[config.mk]
export PLATFORM = sky130hd
export DESIGN_NAME = line_clear_ctrl
export DESIGN_NICKNAME = d
export VERILOG_FILES = /design/src/rtl/tetris_pkg.sv /design/src/rtl/row_full_detect.sv /design/src/rtl/line_clear_ctrl.sv
export SDC_FILE = /design/constraint.sdc
export NUM_CORES = 1
export LEC_CHECK = 0
export CORE_MARGIN = 1
export CORE_UTILIZATION = 50
export CTS_CLUSTER_DIAMETER = 150
export DETAILED_ROUTE_END_ITERATION = 10
export PLACE_DENSITY = 0.92
export SETUP_SLACK_MARGIN = 0.4
export SYNTH_ARGS = -nofsm -noshare
export SYNTH_HDL_FRONTEND = slang
export SYNTH_HIERARCHICAL = 1
export SYNTH_SLANG_ARGS = --single-unit
[constraint.sdc]
create_clock -name clka -period 2.7 [get_ports clka]
set_input_delay 0.27 -clock clka [delete_from_list [all_inputs] [get_ports clka]]
set_output_delay 0.27 -clock clka [all_outputs]
set_load 0.02 [all_outputs]
[src/rtl/tetris_pkg.sv]
// Shared board geometry, row-address sentinel and line-clear state encoding.
// main_FSM's which_row decode uses the same constants.
package tetris_pkg;

  localparam int ROWS  = 11;
  localparam int COLS  = 10;
  localparam int ROW_W = 4;
  localparam int CNT_W = 4;

  localparam logic [ROW_W-1:0] NO_ROW   = 4'b1011;
  localparam logic [ROW_W-1:0] LAST_ROW = ROW_W'(ROWS - 1);
  localparam logic [CNT_W-1:0] MAX_CNT  = CNT_W'(ROWS);

  typedef enum logic [2:0] {
    IDLE     = 3'd0,
    SCAN_RD  = 3'd1,
    SCAN_CHK = 3'd2,
    FILL     = 3'd3,
    DONE     = 3'd4
  } lc_state_t;

  // The count can never exceed the number of rows on the board.
  function automatic logic [CNT_W-1:0] sat_inc(input logic [CNT_W-1:0] v);
    if (v >= MAX_CNT) return v;
    return v + CNT_W'(1);
  endfunction

endpackage

[src/rtl/row_full_detect.sv]
// A row is full when every cell is occupied.
// The landing/row-check logic reuses this block.
module row_full_detect
  import tetris_pkg::*;
#(
  parameter int W = COLS
) (
  input  logic [W-1:0] row,
  output logic         full
);

  assign full = &row;

endmodule

[src/rtl/line_clear_ctrl.sv]
// Removes full rows from the board row store during CLEAR.
// Survivors are compacted downward, vacated top rows are zero-filled, and the cleared count is reported.
//
// state    | meaning
// IDLE     | waiting for start
// SCAN_RD  | read row rd_ptr
// SCAN_CHK | read data valid; drop full row or move survivor to wr_ptr
// FILL     | zero rows wr_ptr..ROWS-1
// DONE     | pulse done, publish lines_cleared
module line_clear_ctrl
  import tetris_pkg::*;
(
  input  logic             clka,
  input  logic             restart,
  input  logic             start,
  output logic             busy,
  output logic             done,
  output logic [CNT_W-1:0] lines_cleared,
  output logic             row_rd_en,
  output logic [ROW_W-1:0] row_rd_addr,
  input  logic [COLS-1:0]  row_rd_data,
  output logic             row_wr_en,
  output logic [ROW_W-1:0] row_wr_addr,
  output logic [COLS-1:0]  row_wr_data
);

  lc_state_t        state_q, state_d;
  logic [ROW_W-1:0] rd_ptr_q, rd_ptr_d;
  logic [ROW_W-1:0] wr_ptr_q, wr_ptr_d;
  logic [CNT_W-1:0] cnt_q, cnt_d;
  logic [CNT_W-1:0] lines_q, lines_d;
  logic             row_full;

  row_full_detect #(.W(COLS)) u_full (
    .row  (row_rd_data),
    .full (row_full)
  );

  always_ff @(posedge clka or posedge restart) begin
    if (restart) begin
      state_q  <= IDLE;
      rd_ptr_q <= '0;
      wr_ptr_q <= '0;
      cnt_q    <= '0;
      lines_q  <= '0;
    end else begin
      state_q  <= state_d;
      rd_ptr_q <= rd_ptr_d;
      wr_ptr_q <= wr_ptr_d;
      cnt_q    <= cnt_d;
      lines_q  <= lines_d;
    end
  end

  always_comb begin
    state_d     = state_q;
    rd_ptr_d    = rd_ptr_q;
    wr_ptr_d    = wr_ptr_q;
    cnt_d       = cnt_q;
    lines_d     = lines_q;
    busy        = 1'b0;
    done        = 1'b0;
    row_rd_en   = 1'b0;
    row_rd_addr = '0;
    row_wr_en   = 1'b0;
    row_wr_addr = '0;
    row_wr_data = '0;

    unique case (state_q)
      IDLE: begin
        if (start) begin
          state_d  = SCAN_RD;
          rd_ptr_d = '0;
          wr_ptr_d = '0;
          cnt_d    = '0;
        end
      end

      SCAN_RD: begin
        busy        = 1'b1;
        row_rd_en   = 1'b1;
        row_rd_addr = rd_ptr_q;
        state_d     = SCAN_CHK;
      end

      SCAN_CHK: begin
        busy = 1'b1;
        if (row_full) begin
          cnt_d = sat_inc(cnt_q);
        end else begin
          // A survivor already in place needs no rewrite.
          if (wr_ptr_q != rd_ptr_q) begin
            row_wr_en   = 1'b1;
            row_wr_addr = wr_ptr_q;
            row_wr_data = row_rd_data;
          end
          if (wr_ptr_q != LAST_ROW) wr_ptr_d = wr_ptr_q + ROW_W'(1);
        end
        if (rd_ptr_q == LAST_ROW) begin
          if (cnt_d == '0) begin
            state_d = DONE;
            lines_d = cnt_d;
          end else begin
            state_d = FILL;
          end
        end else begin
          rd_ptr_d = rd_ptr_q + ROW_W'(1);
          state_d  = SCAN_RD;
        end
      end

      FILL: begin
        busy        = 1'b1;
        row_wr_en   = 1'b1;
        row_wr_addr = wr_ptr_q;
        if (wr_ptr_q == LAST_ROW) begin
          state_d = DONE;
          lines_d = cnt_q;
        end else begin
          wr_ptr_d = wr_ptr_q + ROW_W'(1);
        end
      end

      DONE: begin
        done    = 1'b1;
        state_d = IDLE;
      end

      default: state_d = IDLE;
    endcase
  end

  assign lines_cleared = lines_q;

endmodule
==> reports/results.txt <==
RSZ-0062 raised after global routing - false
Vias in the first global route - 1217
Clk buf depth - 2
Pint - 803 uW
Startpoint types - flop
DR vias/cell - 5.81
Site row count - 17
Final hold vios - 0
Status - completed
PortBufs - 38
Total GRT Usage - 27.8%
Total negative slack - 0 ns
R2R depth - 5
Worst-path clk slew - 0.11 ns
IR drop worst, VDD - 517 uV
Cell count after placement - 205
Final Wtd Congestion - 0.927
Register area share after synthesis - 37.1%
Area leader, netlist - dfrtp_1
WS Path Type - reg -> out
Clk_skew - 0.00618 ns
Max Fclk - 0.447 GHz
Area Growth Syn to Fin - 34.3%
Tmin final - 2.24 ns
Ys async rst share - 100%
Reg-to-Reg End - lines_cleared[0]$_DFFE_PP0P_
Number of synthesized flops with an enable pin - 0
Layout fillers - 182
Pre-CTS WS - 0.172 ns
LEAKAGE - 0.775 nW
Share of cells above drive strength 1 - 25.5%
Slew HR - 49.2%
ANT cells - 0
Clk network pwr share - 9.6%
CTS root buffer - clkbuf_4
Adder-cell area share of the yosys netlist - 4.88%
Syn avg cell area - 9.23 um^2
Die H - 52.6 um
Pre-Repair DR Iteration Count - 4
Routed len/inst - 15.4 um
Largest family of logic cells by synthesized area - simple AND/OR/NAND/NOR gates
Synth Area in Compound Gates - 18.6%
Crit path capture type - primary output
Gate power share - 60.9%
Period utilisation layout - 82.8%
Yosys top cell area share - 37.1%
Non-filler cells, final - 212
Starting DRT DRC Count - 42
Top-Level Pins - 39
CP Data Arrival Time - 1.97 ns
Req. time, crit path - 2.43 ns
Initial Util - 55.3%
Setup WS post-layout - 0.463 ns
Nets - 203
Main flop type after synthesis - dfrtp_1
Net Sw Power - 734 uW
Mux contribution to synthesized area - 3.12%
Power Density - 892 nW/um^2
Clock tree sinks - 19
Synth Area in XOR/XNOR - 4.78%
Flop pwr share - 29.5%
Total Wirelength - 3.26 mm
Overflow after GRT - 0
Reg2reg start - cnt_q[0]$_DFFE_PP0P_
Synth Area in Simple Gates - 27.9%
Synth unique cells - 44
Main area contributors after synthesis - dfrtp_1, and2_1, o21ai_0
Fin. max-slew vios - 0
CTS tree - done
Slew at the pin closest to its max-slew limit - 0.758 ns
H-tree Lvls - 1
Synthesis-stage register bit count - 19
Worst skew pair latency - 0.31 ns
Sw Ratio - 47.7%
HP Class - in -> async
Reg2Reg Setup Slack - 0.70 ns
First-pass GRT wire length - 5.58 mm
Mapped Area - 1280 um^2
Initial antenna violation count - 0
Largest net degree at the start of global routing - 20
Clock buffer count from CTS - 3
Critical Path Fanout Max - 9
Net Count, Synth - 157
DR vias - 1231
Core Area - 2320 um^2
Max Cap Viol - 0
Final setup vio count - 0
Total die area - 2770 um^2
CTS Hold Bufs - 0
Width of the chip - 52.6 um
DRC viols - 0
Ys Warns - 6
Post-route ant nets - 0
Post-DP HPWL - 2.48 mm
Synthesized instance count - 139
## power by group through the flow
stage          registers [mW]  logic, mW  clock network [mW]
5_1_grt                 0.463       1.01               0.157
3_3_place_gp            0.441      0.851                   0
3_5_place_dp            0.448      0.892                   0
2_1_floorplan           0.421      0.538                   0
4_1_cts                 0.447      0.897               0.148
6_report                0.453      0.936               0.148
## cell families after synthesis
kind of cell,Yosys count
buffers and inverters,10
XOR/XNOR,7
flip-flops,19
adder cells (fa/ha/maj),5
AND/OR/NAND/NOR,62
AO/OA/AOI/OAI,33
multiplexers,3
## area by class of cell
cell class,count,area (um^2),share of cell area [%]
Multi-Input combinational cell,110,792,46.0
Clock buffer,3,22.5,1.31
Inverter,7,26.3,1.53
Clock inverter,1,5.00,0.290
Timing Repair Buffer,44,358,20.8
Tap cell,28,35.0,2.03
Sequential cell,19,484,28.1
## cells in the mapped netlist (2+ instances only)
library cell,count
and2_1,19
nand4_1,3
nor2_2,2
xnor2_1,3
xor2_1,4
nor2_1,10
inv_1,6
dfrtp_1,19
nor3_1,5
nand2_1,7
o41ai_1,2
nand3_1,4
ha_1,5
a22o_1,2
a21oi_1,4
o21ai_0,13
nand2_2,2
mux2_4,2
nor3_2,2
## worst max-delay path: stages, from the launching register on
cell and delay [ns]:
dfrtp_2 0.47, xor2_1 0.18, nor4_2 0.31, buf_4 0.18, nor3_4 0.04, buf_4 0.16, and2_1 0.16, clkbuf_2 0.16
## state kept, by name, indices dropped and copies added (netlist names)
register / cells
cnt_q: 4
lines_cleared: 4
rd_ptr_q: 4
wr_ptr_q: 4
state_q: 3
## worst max-delay path by stage
stage | from | to | slack [ns] | cells after the start
6_report | rd_ptr_q[0]$_DFFE_PP0P_ | row_wr_data[5] | 0.46 | 7
4_1_cts | wr_ptr_q[1]$_DFFE_PP0P_ | row_wr_data[5] | 0.27 | 7
2_1_floorplan | state_q[2]$_DFFE_PP0P_ | row_wr_addr[0] | 0.72 | 5
3_3_place_gp | row_rd_data[9] | row_wr_data[2] | 0.27 | 7
5_1_grt | rd_ptr_q[1]$_DFFE_PP0P_ | row_wr_en | 0.40 | 6
3_5_place_dp | row_rd_data[9] | row_wr_data[5] | 0.17 | 7
## routing by layer
| metal | vias up | global-route usage, % | share of wire (%) |
|---|---|---|---|
| met2 | 46 | 48.7 | 53 |
| met1 | 598 | 34.3 | 41 |
| met4 | 0 | 10.1 | 0.74 |
| met5 | - | 0 | 0 |
| li1 | 583 | - | - |
| met3 | 4 | 4.06 | 5.4 |
## through the flow
stage | instance area, um^2 | util [%] | power [mW] | hold slack, ns
after global routing | 1720 | 74.3 | 1.64 | 0.445
final | 1720 | 74.3 | 1.54 | 0.369
after detailed placement | 1700 | 73.3 | 1.34 | 0.487
after global placement | 1700 | 73.3 | 1.29 | 0.495
after floorplan | 1280 | - | 0.959 | 0.221
after CTS | 1740 | 75.2 | 1.49 | 0.392
## layout by cell type, fill, tap and decap left out, types with 3 or more instances in the layout
cell and count:
a21oi_1 4, xnor2_1 3, xor2_1 4, clkbuf_2 13, nand2_1 7, ha_1 5, nand3_1 4, nor2_1 10
clkbuf_4 3, o21ai_0 13, dfrtp_1 12, buf_4 6, nor3_1 4, dfrtp_2 7, and2_1 19, inv_1 6
clkdlybuf4s50_1 23, nand4_1 3
## repair_timing
item | 4_1_cts | 5_1_grt
buffers inserted | 1 | 2
setup endpoints to repair | 20 | 18
resized for setup | 21 | 32
pin swaps | 2 | 1
No activity file was read; power rests on OpenSTA's default activity.
